--- config.mk ---
export PLATFORM = sky130hd
export DESIGN_NAME = fc_layer_sequencer_flat
export DESIGN_NICKNAME = d
export VERILOG_FILES = /design/src/rtl/fc_pkg.sv /design/src/rtl/fc_layer_sequencer_if.sv /design/src/rtl/fc_valid_delay.sv /design/src/rtl/fc_layer_sequencer.sv /design/src/flat_wrapper.sv
export SDC_FILE = /design/constraint.sdc
export NUM_CORES = 1
export LEC_CHECK = 0
export CAP_MARGIN = 20
export CORE_MARGIN = 4
export CORE_UTILIZATION = 41
export DETAILED_ROUTE_END_ITERATION = 8
export PLACE_DENSITY = 0.81
export SLEW_MARGIN = 25
export SYNTH_ARGS = -nofsm -noshare
export SYNTH_HDL_FRONTEND = slang
export SYNTH_SLANG_ARGS = --single-unit
--- constraint.sdc ---
create_clock -name clock -period 1.9 [get_ports clock]
set_input_delay 0.285 -clock clock [delete_from_list [all_inputs] [get_ports clock]]
set_output_delay 0.285 -clock clock [all_outputs]
set_load 0.1 [all_outputs]
--- src/rtl/fc_pkg.sv ---
// Shared types and constants for the fully-connected layer datapath:
// sequencer state encoding, default geometry and width helpers.
package fc_pkg;

    typedef enum logic [2:0] {
        IDLE  = 3'd0,
        RUN   = 3'd1,
        DRAIN = 3'd2,
        WRITE = 3'd3,
        DONE  = 3'd4
    } fc_state_e;

    localparam int DEF_INNEURON  = 64;
    localparam int DEF_OUTNEURON = 16;
    localparam int DEF_PO        = 4;
    localparam int DEF_RD_LAT    = 2;
    localparam int DEF_IN_AW     = 6;
    localparam int DEF_W_AW      = 8;
    localparam int DEF_OUT_AW    = 4;

    localparam int DEF_NBEAT = DEF_INNEURON / 2;
    localparam int DEF_NGRP  = DEF_OUTNEURON / DEF_PO;

    function automatic int clog2(input int value);
        int res;
        int v;
        res = 0;
        v   = value - 1;
        while (v > 0) begin
            res = res + 1;
            v   = v >> 1;
        end
        return res;
    endfunction

    // Counter width that stays at least one bit for single-value ranges.
    function automatic int cnt_width(input int count);
        return (count <= 1) ? 1 : clog2(count);
    endfunction

    function automatic int nbeat(input int inneuron);
        return inneuron / 2;
    endfunction

    function automatic int ngrp(input int outneuron, input int po);
        return outneuron / po;
    endfunction

endpackage

--- src/rtl/fc_layer_sequencer_if.sv ---
// Scheduler, memory and MAC control bundle driven by the layer sequencer.
interface fc_layer_sequencer_if #(
    parameter int IAW = fc_pkg::DEF_IN_AW,
    parameter int WAW = fc_pkg::DEF_W_AW,
    parameter int OAW = fc_pkg::DEF_OUT_AW
);
    // start is a one-cycle request honoured only while busy is low; there is no
    // back-pressure: reads, MAC strobes and the result write are fixed-latency
    // fire-and-forget pulses that the slaves must accept in the cycle shown.
    logic           start;
    logic           busy;
    logic           done;
    logic           in_neuron_rden;
    logic [IAW-1:0] in_neuron_addr_a;
    logic [IAW-1:0] in_neuron_addr_b;
    logic           fc_weight_rden;
    logic [WAW-1:0] fc_weight_addr;
    logic           accum_sload;
    logic           enable_mult;
    logic           out_wren;
    logic [OAW-1:0] out_addr;

    modport master (
        input  start,
        output busy, done,
        output in_neuron_rden, in_neuron_addr_a, in_neuron_addr_b,
        output fc_weight_rden, fc_weight_addr,
        output accum_sload, enable_mult,
        output out_wren, out_addr
    );

    modport slave (
        output start,
        input  busy, done,
        input  in_neuron_rden, in_neuron_addr_a, in_neuron_addr_b,
        input  fc_weight_rden, fc_weight_addr,
        input  accum_sload, enable_mult,
        input  out_wren, out_addr
    );
endinterface

--- src/rtl/fc_valid_delay.sv ---
// Fixed-depth (valid, first) tag pipe matching memory + multiplier latency;
// freeze holds every stage in place.
module fc_valid_delay #(
    parameter int DEPTH = 2
) (
    input  logic clock,
    input  logic reset,
    input  logic freeze,
    input  logic in_valid,
    input  logic in_first,
    output logic out_valid,
    output logic out_first
);
    logic [DEPTH-1:0][1:0] sr;

    always_ff @(posedge clock) begin
        if (reset) begin
            sr <= '0;
        end else if (!freeze) begin
            sr[0] <= {in_valid, in_first};
            for (int i = 1; i < DEPTH; i++) begin
                sr[i] <= sr[i-1];
            end
        end
    end

    assign out_valid = sr[DEPTH-1][1];
    assign out_first = sr[DEPTH-1][0];
endmodule

--- src/rtl/fc_layer_sequencer.sv ---
// One fully-connected layer pass: per output group, issue paired input/weight
// reads, time the accumulator strobes, write PO results. FC_HOLD_EN adds a stall input.
module fc_layer_sequencer
    import fc_pkg::*;
#(
    parameter int INNEURON                = DEF_INNEURON,
    parameter int OUTNEURON               = DEF_OUTNEURON,
    parameter int PO                      = DEF_PO,
    parameter int RD_LAT                  = DEF_RD_LAT,
    parameter int FC_INNEURON_ADDR_WIDTH  = DEF_IN_AW,
    parameter int FC_WEIGHT_ADDR_WIDTH    = DEF_W_AW,
    parameter int FC_OUTNEURON_ADDR_WIDTH = DEF_OUT_AW
) (
    input  logic                        clock,
    input  logic                        reset,
`ifdef FC_HOLD_EN
    input  logic                        hold,
`endif
    fc_layer_sequencer_if.master        bus,
    output fc_state_e                   state_dbg
);
    localparam int NBEAT = nbeat(INNEURON);
    localparam int NGRP  = ngrp(OUTNEURON, PO);
    localparam int KW    = cnt_width(NBEAT);
    localparam int GW    = cnt_width(NGRP);
    localparam int DW    = cnt_width(RD_LAT);

    localparam logic [KW-1:0] K_LAST = KW'(NBEAT - 1);
    localparam logic [GW-1:0] G_LAST = GW'(NGRP - 1);
    localparam logic [DW-1:0] D_LAST = DW'(RD_LAT - 1);

    if (INNEURON < 2 || (INNEURON % 2) != 0) begin : g_err_inneuron
        $error("INNEURON must be even and at least 2");
    end
    if (PO < 1 || (OUTNEURON % PO) != 0 || OUTNEURON < PO) begin : g_err_outneuron
        $error("OUTNEURON must be a positive multiple of PO");
    end
    if (RD_LAT < 1) begin : g_err_rd_lat
        $error("RD_LAT must be at least 1");
    end
    if (FC_INNEURON_ADDR_WIDTH < clog2(INNEURON)) begin : g_err_in_aw
        $error("FC_INNEURON_ADDR_WIDTH too narrow for INNEURON");
    end
    if (FC_WEIGHT_ADDR_WIDTH < clog2(NGRP * NBEAT)) begin : g_err_w_aw
        $error("FC_WEIGHT_ADDR_WIDTH too narrow for NGRP*NBEAT");
    end
    if (FC_OUTNEURON_ADDR_WIDTH < clog2(NGRP)) begin : g_err_out_aw
        $error("FC_OUTNEURON_ADDR_WIDTH too narrow for NGRP");
    end

    fc_state_e     state, state_next;
    logic [KW-1:0] k, k_next;
    logic [GW-1:0] grp, grp_next;
    logic [DW-1:0] drain_cnt, drain_next;
    logic          stall;
    logic          issue;
    logic          issue_first;
    logic          wren_c;
    logic          done_c;
    logic          dly_valid;
    logic          dly_first;

    // Hold never blocks acceptance of start while idle.
`ifdef FC_HOLD_EN
    assign stall = hold & (state != IDLE);
`else
    assign stall = 1'b0;
`endif

    always_ff @(posedge clock) begin
        if (reset) begin
            state     <= IDLE;
            k         <= '0;
            grp       <= '0;
            drain_cnt <= '0;
        end else begin
            state     <= state_next;
            k         <= k_next;
            grp       <= grp_next;
            drain_cnt <= drain_next;
        end
    end

    always_comb begin
        state_next = state;
        k_next     = k;
        grp_next   = grp;
        drain_next = drain_cnt;
        issue      = 1'b0;
        wren_c     = 1'b0;
        done_c     = 1'b0;
        if (!stall) begin
            unique case (state)
                IDLE: begin
                    if (bus.start) state_next = RUN;
                end
                RUN: begin
                    issue = 1'b1;
                    if (k == K_LAST) begin
                        k_next     = '0;
                        drain_next = '0;
                        state_next = DRAIN;
                    end else begin
                        k_next = k + KW'(1);
                    end
                end
                DRAIN: begin
                    if (drain_cnt == D_LAST) begin
                        drain_next = '0;
                        state_next = WRITE;
                    end else begin
                        drain_next = drain_cnt + DW'(1);
                    end
                end
                WRITE: begin
                    wren_c = 1'b1;
                    if (grp == G_LAST) begin
                        state_next = DONE;
                    end else begin
                        grp_next   = grp + GW'(1);
                        state_next = RUN;
                    end
                end
                DONE: begin
                    done_c     = 1'b1;
                    grp_next   = '0;
                    state_next = IDLE;
                end
                default: state_next = IDLE;
            endcase
        end
    end

    assign issue_first = issue & (k == '0);

    fc_valid_delay #(.DEPTH(RD_LAT)) u_delay (
        .clock     (clock),
        .reset     (reset),
        .freeze    (stall),
        .in_valid  (issue),
        .in_first  (issue_first),
        .out_valid (dly_valid),
        .out_first (dly_first)
    );

    // Addresses read as zero outside an issue beat so idle outputs stay quiet.
    assign bus.busy             = (state != IDLE);
    assign bus.done             = done_c;
    assign bus.in_neuron_rden   = issue;
    assign bus.fc_weight_rden   = issue;
    assign bus.in_neuron_addr_a = issue ? FC_INNEURON_ADDR_WIDTH'({k, 1'b0}) : '0;
    assign bus.in_neuron_addr_b = issue ? FC_INNEURON_ADDR_WIDTH'({k, 1'b1}) : '0;
    assign bus.fc_weight_addr   = issue ? (FC_WEIGHT_ADDR_WIDTH'(grp) * FC_WEIGHT_ADDR_WIDTH'(NBEAT)
                                           + FC_WEIGHT_ADDR_WIDTH'(k)) : '0;
    assign bus.enable_mult      = dly_valid & ~stall;
    assign bus.accum_sload      = dly_first & ~stall;
    assign bus.out_wren         = wren_c;
    assign bus.out_addr         = FC_OUTNEURON_ADDR_WIDTH'(grp);
    assign state_dbg            = state;
endmodule

--- src/flat_wrapper.sv ---
// flat-port wrapper written by rule: the top's interface ports become plain ports
module fc_layer_sequencer_flat import fc_pkg::*;
#(
    parameter int INNEURON                = DEF_INNEURON,
    parameter int OUTNEURON               = DEF_OUTNEURON,
    parameter int PO                      = DEF_PO,
    parameter int RD_LAT                  = DEF_RD_LAT,
    parameter int FC_INNEURON_ADDR_WIDTH  = DEF_IN_AW,
    parameter int FC_WEIGHT_ADDR_WIDTH    = DEF_W_AW,
    parameter int FC_OUTNEURON_ADDR_WIDTH = DEF_OUT_AW
)
  (clock, reset, state_dbg, bus_start, bus_busy, bus_done, bus_in_neuron_rden, bus_in_neuron_addr_a, bus_in_neuron_addr_b, bus_fc_weight_rden, bus_fc_weight_addr, bus_accum_sload, bus_enable_mult, bus_out_wren, bus_out_addr);
  fc_layer_sequencer_if #(.IAW(6), .WAW(8), .OAW(4)) bus_i ();
  input  logic clock;
  input  logic reset;
  output fc_state_e state_dbg;
  input wire logic [$bits(bus_i.start)-1:0] bus_start;
  output wire logic [$bits(bus_i.busy)-1:0] bus_busy;
  output wire logic [$bits(bus_i.done)-1:0] bus_done;
  output wire logic [$bits(bus_i.in_neuron_rden)-1:0] bus_in_neuron_rden;
  output wire logic [$bits(bus_i.in_neuron_addr_a)-1:0] bus_in_neuron_addr_a;
  output wire logic [$bits(bus_i.in_neuron_addr_b)-1:0] bus_in_neuron_addr_b;
  output wire logic [$bits(bus_i.fc_weight_rden)-1:0] bus_fc_weight_rden;
  output wire logic [$bits(bus_i.fc_weight_addr)-1:0] bus_fc_weight_addr;
  output wire logic [$bits(bus_i.accum_sload)-1:0] bus_accum_sload;
  output wire logic [$bits(bus_i.enable_mult)-1:0] bus_enable_mult;
  output wire logic [$bits(bus_i.out_wren)-1:0] bus_out_wren;
  output wire logic [$bits(bus_i.out_addr)-1:0] bus_out_addr;
  assign bus_i.start = bus_start;
  assign bus_busy = bus_i.busy;
  assign bus_done = bus_i.done;
  assign bus_in_neuron_rden = bus_i.in_neuron_rden;
  assign bus_in_neuron_addr_a = bus_i.in_neuron_addr_a;
  assign bus_in_neuron_addr_b = bus_i.in_neuron_addr_b;
  assign bus_fc_weight_rden = bus_i.fc_weight_rden;
  assign bus_fc_weight_addr = bus_i.fc_weight_addr;
  assign bus_accum_sload = bus_i.accum_sload;
  assign bus_enable_mult = bus_i.enable_mult;
  assign bus_out_wren = bus_i.out_wren;
  assign bus_out_addr = bus_i.out_addr;
  fc_layer_sequencer #(.INNEURON(INNEURON), .OUTNEURON(OUTNEURON), .PO(PO), .RD_LAT(RD_LAT), .FC_INNEURON_ADDR_WIDTH(FC_INNEURON_ADDR_WIDTH), .FC_WEIGHT_ADDR_WIDTH(FC_WEIGHT_ADDR_WIDTH), .FC_OUTNEURON_ADDR_WIDTH(FC_OUTNEURON_ADDR_WIDTH)) u_core (.clock(clock), .reset(reset), .bus(bus_i), .state_dbg(state_dbg));
endmodule
* Word level (Yosys, flattened, before mapping) *
Cells that the tools add are included.

storage, ports and cells
  bits in registers = 15
  input bits = 3
  output and inout bits = 34
  logic and storage cells = 46

operators by class
  $add $sub $neg = 4
  eq/ne operators = 10
  multiplexer cells = 17
  bitwise gates (word level) = 1
  reductions and logical operators = 8

operators with widths
  kind                                                                     number
  3-bit two-way mux                                                        4
  6-bit two-way mux                                                        2
  3-bit case mux with 4 select lines                                       1
  7-bit by 5-bit adder with 8-bit output                                   1
  8-bit two-way mux                                                        1
  3-bit by 2-bit == test with 1-bit output, second input constant          2
  5-bit by 1-bit adder with 5-bit output, second input constant            1
  5-bit == test, second input constant                                     1
  5-bit logical NOT                                                        1
  1-bit two-way mux                                                        5
  5-bit two-way mux                                                        1
  2-bit by 1-bit inequality test with 1-bit output, second input constant  2
  2-bit inequality test, second input constant                             2
  2-bit case mux with 2 select lines                                       1
  2-bit AND reduction                                                      2
  2-bit nonzero test                                                       2
  3-bit by 1-bit == test with 1-bit output, second input constant          1
  3-bit == test, second input constant                                     1
  3-bit logical NOT                                                        1
  3-bit AND reduction                                                      1
  3-bit nonzero test                                                       1
  2-bit by 1-bit adder with 2-bit output, second input constant            1
  2-bit == test, second input constant                                     1
  2-bit two-way mux                                                        1
  3 further kinds                                                          3

* Logic depth before layout (Yosys ltp) *
Gate-level depths: netlist of the first run.

  word-level depth = 3
  mapped depth = 6
  mapped depth without buffers = 6

* Modules after synthesis *
Synthesis of the first run repeated with hierarchy kept, for this count alone.

second synthesis, totals
  cells, all modules = 104
  area total of the unflattened synthesis = 892.1 µm²

modules (own cells, without submodules)
  module              instances  cells an instance  area an instance (µm²)  seq. area each (µm²)
  fc_layer_sequencer  1          91                 752.0                   220.2
  fc_valid_delay      1          13                 140.1                   80.1

* Worst setup path after synthesis of the first run *
OpenSTA, ideal clock, no wires.

  path kind = reg2out
  from = register u_core.state[0] (netlist: u_core.state_dbg[0])
  to = output bus_in_neuron_addr_a[5]
  arrival time = 3586 ps
  data required time = 1615 ps
  path slack = -1971 ps
  cell stages (with the launch flop) = 6
  buffers on the path = 2
  cell sequence = dfxtp_1 -> or3b_1 -> buf_2 -> inv_1 -> and2_1 -> buf_4

between the ends
  word-level cells in the longest chain between the ends = 3

ends and longest elaborated chain
  item                                      RTL line                   source
  from (decl)                               fc_layer_sequencer.sv:51   fc_state_e state, state_next;
  from (signal assigned)                    fc_layer_sequencer.sv:77   state <= state_next;
  3-bit by 1-bit == test with 1-bit output  fc_layer_sequencer.sv:93   unique case (state)
  1-bit two-way mux                         fc_layer_sequencer.sv:93
  net bus_fc_weight_rden                    flat_wrapper.sv:23         output wire logic [$bits(bus_i.fc_weight_rden)-1:0] bus_fc_weight_rden;
  6-bit two-way mux                         fc_layer_sequencer.sv:151  assign bus.in_neuron_addr_a = issue ? FC_INNEURON_ADDR_WIDTH'({k, 1'b0}) : '0;
  to (decl)                                 flat_wrapper.sv:21         output wire logic [$bits(bus_i.in_neuron_addr_a)-1:0] bus_in_neuron_addr_a;

The timed path passes the listed nets, and every way through them passes these cells.

* Final worst setup path of the first run *
  from = register u_core.state[2] (netlist: u_core.state_dbg[2])
  to = output bus_in_neuron_addr_b[3]

between the ends
  word-level cells in the longest chain between the ends = 3

ends and longest elaborated chain
  item                                      RTL line                   source
  3-bit by 1-bit == test with 1-bit output  fc_layer_sequencer.sv:93
  1-bit two-way mux                         fc_layer_sequencer.sv:93
  6-bit two-way mux                         fc_layer_sequencer.sv:152  assign bus.in_neuron_addr_b = issue ? FC_INNEURON_ADDR_WIDTH'({k, 1'b1}) : '0;
  to (decl)                                 flat_wrapper.sv:22         output wire logic [$bits(bus_i.in_neuron_addr_b)-1:0] bus_in_neuron_addr_b;

Every way passes these cells.

==> results of run 1 <==
[critical path, delay by kind of cell, from the launching register on]
kind / cells / cell delay [ns]
simple gates: 2 / 0.66
flops: 1 / 0.35
buf+inv: 2 / 0.34
[state kept, by name, indices dropped and copies added, names as in the netlist]
name / flops
u_core.drain_cnt: 1
u_core.grp: 2
u_core.k: 5
u_core.state_dbg: 3
u_core.u_delay.out_first: 1
u_core.u_delay.out_valid: 1
u_core.u_delay.sr: 2
[stage by stage]
stage	worst slack (ns)	setup TNS, ns	hold slack (ns)	utilization
CTS	-0.0473	-0.399	0.456	0.722
finish	-0.0375	-0.341	0.448	0.727
floorplan	-0.590	-8.60	0.357	-
global route	-0.0837	-1.21	0.466	0.727
detailed placement	0.126	0	0.436	0.683
global placement	0.173	0	0.423	0.683
[layout make-up]
cell class	instances	area, um2	share of cell area
well taps	27	33.8	0.0237
flip-flops and latches	15	312	0.218
multi-input cells	63	434	0.304
clock buffers	4	26.3	0.0184
inverters	3	15.0	0.0105
repair buffers	40	606	0.425
[path summary, 6_finish.rpt]
kind,slack [ns],depth (start not counted),startpoint,endpoint
setup reg to reg,0.03,5,u_core.k[0],u_core.k[2]
hold / removal,0.45,1,u_core.u_delay.sr[0],u_core.u_delay.out_first
hold reg to reg,0.45,1,u_core.u_delay.sr[0],u_core.u_delay.out_first
setup / recovery,-0.04,4,u_core.state_dbg[2],bus_in_neuron_addr_b[3]
[where the power goes]
group          switching, mW  total (mW)  internal [mW]
Clock                  0.110       0.192         0.0819
Combinational          0.182       0.256         0.0748
Sequential           0.00674       0.326          0.320
Total                  0.299       0.775          0.476
[routing by layer]
layer	global-route usage	vias up	wire length, um
met4	0.145	0	107
met1	0.213	385	909
met3	0.0254	13	175
met5	0	-	0
met2	0.345	55	1300
li1	-	366	-
[Yosys cell counts (3+ instances only)]
master and number:
inv_1 3, dfxtp_1 15, nor2_1 6, nor3_1 4, ha_1 4, a21oi_1 7, o21ai_0 3, buf_4 16
and2_1 5, nand2_1 8
[cell families after synthesis]
family / Yosys count
buffers and inverters: 23
XOR/XNOR: 1
flip-flops: 15
AO/OA/AOI/OAI: 12
multiplexers: 3
adder cells (fa/ha/maj): 4
other: 1
AND/OR/NAND/NOR: 39
[repair_timing]
item	in CTS	in global routing
hold buffers	0	0
resized for setup	0	2
endpoints found under the setup margin	20	21
buffers inserted	5	1
pin swaps	2	3
endpoints found under the hold margin	0	0
==> metrics.yaml, run 1 <==
critical_path:
  endpoint_kind: "output port"
  path_max_fanout: 8
  cpPeakStageDelay_ns: 0.44
  required_ns: 1.62
  slowest_stage: "or3b_4"
  crit_chain: "or3b_4, clkinvlp_4, and2_4, buf_12"
  critPathLaunchType: "flip-flop"
  arrival_ns: 1.65
  worstSetupPathType: "flip-flop to output port"
place:
  hpwlAfterDp_um: 1800
  port_buffers: 32
  dpl_cell_area_um2: 1340
  dpl.cell_count: 142
  gp_congestion: 0.719
sta:
  fin_ws_ns: -0.0375
  finalCriticalPeriod_ns: 1.94
  fin_crit_sh: 1.02
  finalSetupViolCount: 15
  finalClockSkew_ns: 0.00720
  hold_viol: 0
  rsz0062_at_grt: "true"
  maxSlewViolCount: 0
  max_freq_mhz: 516
final_layout:
  n_fill_cell: 143
  diodes: 0
  finalNonFillerCells: 152
  drive_gt1_frac: 0.464
  nets: 133
  fin_area_um2: 1430
  final_common_cell: "buf_12"
  area_growth_syn_to_layout_pct: 69.4
  final_cell_mix: "buf_12, buf_4, dfxtp_1, nand2_1, a21oi_1"
global_route:
  grt_pass1_vias: 798
  grt_overflow: 0
  grt_usage: 0.197
  antenna_found_initial: 0
  grt_pass1_wl_um: 3910
  grt_max_degree: 13
clocking:
  cts_made_buffers: 3
  clk_latency_ns: 0.30
  clock-sinks: 15
  tritoncts: "yes"
  cts_buffer_depth: 2
  clk_pin_slew_ns: 0.09
  cts_root_buf: "clkbuf_4"
  ctsHtreeMaxLevel: 1
yosys:
  yosys_warnings: 0
  synth_mux_area_frac: 0.0371
  yosys.area_share.simple: 0.270
  synth_top_family_by_area: "simple AND/OR/NAND/NOR gates"
  synthAdderAreaFrac: 0.0594
  synthFlopType: "dfxtp_1"
  synth_area_leader_cell: "dfxtp_1"
  netlist-cell-type-count: 32
  synth_edf_count: 0
  ys_seq_area_frac: 0.357
  synth_area_leaders: "dfxtp_1, buf_4, ha_1"
  synth.top_cell.area_share: 0.357
  synth_compound_area_frac: 0.0773
  synth_async_sr_flop_share: 0
  syn_avg_cell_area_um2: 8.59
  synth_xor_area_frac: 0.0104
  netlist_area_um2: 842
  synth-seq-cells: 15
  synthCells: 98
min_path:
  min_path_type: "flip-flop to flip-flop"
die:
  dieArea_um2: 2840
  initial_core_util: 0.429
  row_count: 16
  die_x_um: 53.3
  ios: 37
  die_y_um: 53.3
  core_area_um2: 1960
route:
  vias: 819
  final_antenna_net_count: 0
  drt_first_pass_iters: 5
  avgViaCountPerCell: 5.39
  routedWlPerCell_um: 16.4
  drc: 0
  drt_iter0_markers: 36
  wl_um: 2500
pwr:
  power_mw: 0.775
  peakVddDrop_mv: 0.383
  p_leak_nw: 0.592
  p_per_area_nw_per_um2: 543
status:
  violations: "setup timing"
  status: "complete, but fails checks"
run:
  drv_cap: 0
Note: power is estimated with default switching activity, not from simulation.
==> run 2: changes to the inputs <==
Settings changed: PLACE_DENSITY 0.81 to 0.78.
==> metrics.yaml, run 2 (synthesized netlist as in run 1, its figures left out) <==
die:
  initial_core_util: 0.429  # unchanged
  die_x_um: 53.3  # unchanged
  ios: 37  # unchanged
  dieArea_um2: 2840  # unchanged
  die_y_um: 53.3  # unchanged
  core_area_um2: 1960  # unchanged
  row_count: 16  # unchanged
sta:
  finalSetupViolCount: 14  # -1
  hold_viol: 0  # unchanged
  fin_hold_ws_ns: 0.459  # +0.0111 ns
  finalCriticalPeriod_ns: 1.91  # -0.0309 ns
  maxSlewViolCount: 0  # unchanged
  tns_ns: -0.0435  # +0.298 ns
  rsz0062_at_grt: "true"
  fin_ws_ns: -0.00655  # +0.0309 ns
  finalClockSkew_ns: 0.00276  # -0.00443 ns
  fin_crit_sh: 1.00  # -0.0163
  max_freq_mhz: 525  # +1.6%
clocking:
  tritoncts: "yes"
  clock-sinks: 15  # unchanged
  ctsHtreeMaxLevel: 1  # unchanged
  cts_made_buffers: 3  # unchanged
  cts_buffer_depth: 2  # unchanged
  clk_pin_slew_ns: 0.10  # about the same
  clk_latency_ns: 0.30  # about the same
  cts_root_buf: "clkbuf_4"
  cts_hold_buffers: 0  # unchanged
min_path:
  min_path_type: "flip-flop to flip-flop"
  holdPathStages: 1  # unchanged
global_route:
  grt_pass1_wl_um: 3150  # -19%
  antenna_found_initial: 0  # unchanged
  grt_overflow: 0  # unchanged
  grt_max_degree: 13  # unchanged
  grt_pass1_vias: 724  # -9.3%
  grt_usage: 0.152  # -0.0450
status:
  status: "complete, but fails checks"
  violations: "setup timing"
pwr:
  switching_share: 0.389  # +0.00344
  power_frac_seq: 0.420  # about the same
  p_per_area_nw_per_um2: 546  # +0.46%
  pwr-share-clk: 0.259  # +0.011
  power_mw: 0.775  # about the same
  netSwitchingPower_mw: 0.301  # +0.82%
  pwr-share-comb: 0.321  # -0.010
  peakVddDrop_mv: 0.377  # -1.6%
  intPower_mw: 0.473  # -0.63%
  p_leak_nw: 0.591  # -0.19%
place:
  dpl_cell_area_um2: 1350  # +0.56%
  port_buffers: 32  # unchanged
  preCtsSetupSlack_ns: 0.176  # +0.0501 ns
  hpwlAfterDp_um: 1470  # -18%
  gp_congestion: 0.751  # +4.4%
  dpl.cell_count: 143  # +0.70%
critical_path:
  arrival_ns: 1.62  # -0.03 ns
  crit_chain: "or3b_4, buf_6, nor2_4, buf_12"
  crit_family: "simple AND/OR/NAND/NOR gates"
  path_max_fanout: 6  # -2
  worst-path-stages: 4  # unchanged
  critPathLaunchType: "flip-flop"
  required_ns: 1.62  # about the same
  rr_worst_depth: 5  # unchanged
  slowest_stage: "or3b_4"
  worstSetupPathType: "flip-flop to output port"
  cpPeakStageDelay_ns: 0.42  # -0.02 ns
  endpoint_kind: "output port"
  worst-path-buf-inv: 2  # unchanged
final_layout:
  drive_gt1_frac: 0.472  # +0.00800
  area_growth_syn_to_layout_pct: 68.5
  fin_area_um2: 1420  # -0.53%
  finalNonFillerCells: 152  # unchanged
  final_common_cell: "buf_12"
  final_cell_mix: "buf_12, buf_4, dfxtp_1, nand2_1, a21oi_1"
  nets: 133  # unchanged
  largest_reg_flops: 5  # unchanged
  regMostFlops: "u_core.k"
  diodes: 0  # unchanged
  final_core_util: 0.723  # -0.00383
  n_fill_cell: 144  # +0.70%
route:
  avgViaCountPerCell: 4.91  # -8.8%
  drc: 0  # unchanged
  drt_first_pass_iters: 4  # -1
  routedWlPerCell_um: 12.9  # -21%
  wl_um: 1960  # -21%
  vias: 747  # -8.8%
  drt_iter0_markers: 11  # -69%
  final_antenna_net_count: 0  # unchanged
run:
  drv_cap: 0  # unchanged
run 2: power by group through the flow:
| stage | clock network, mW | logic (mW) | registers [mW] |
|---|---|---|---|
| after global routing | 0.217 | 0.257 | 0.326 |
| after global placement | 0 | 0.233 | 0.336 |
| after detailed placement | 0 | 0.236 | 0.336 |
| final | 0.200 | 0.249 | 0.325 |
| after CTS | 0.201 | 0.248 | 0.325 |
| after floorplan | 0 | 0.169 | 0.355 |
run 2: what timing repair did:
item | CTS | global route
setup buffers | 5 | 0
pin swaps | 2 | 1
setup endpoints to repair | 19 | 18
resized for setup | 1 | 1
run 2: layout make-up:
type | count | area [um2] | area share
sequential | 15 | 312 | 0.220
timing repair buffer | 40 | 597 | 0.421
tap | 27 | 33.8 | 0.0238
multi-input combinational | 63 | 433 | 0.305
clock inverter | 1 | 6.26 | 0.00441
inverter | 3 | 15.0 | 0.0106
clock buffer | 3 | 22.5 | 0.0159
run 2: layer usage:
layer,GRT usage,routed length [um]
met5,0,0
met4,0.0894,50
met3,0.0338,93
met2,0.267,1040
met1,0.163,777
run 2: final timing paths:
| check | start | endpoint | slack [ns] |
|---|---|---|---|
| worst max-delay path | u_core.state_dbg[1] | bus_in_neuron_addr_b[2] | -0.007 |
| worst min-delay path | u_core.u_delay.sr[1] | u_core.u_delay.out_valid | 0.46 |
| worst max register to register | u_core.k[0] | u_core.k[3] | 0.14 |
| worst min register to register | u_core.u_delay.sr[1] | u_core.u_delay.out_valid | 0.46 |
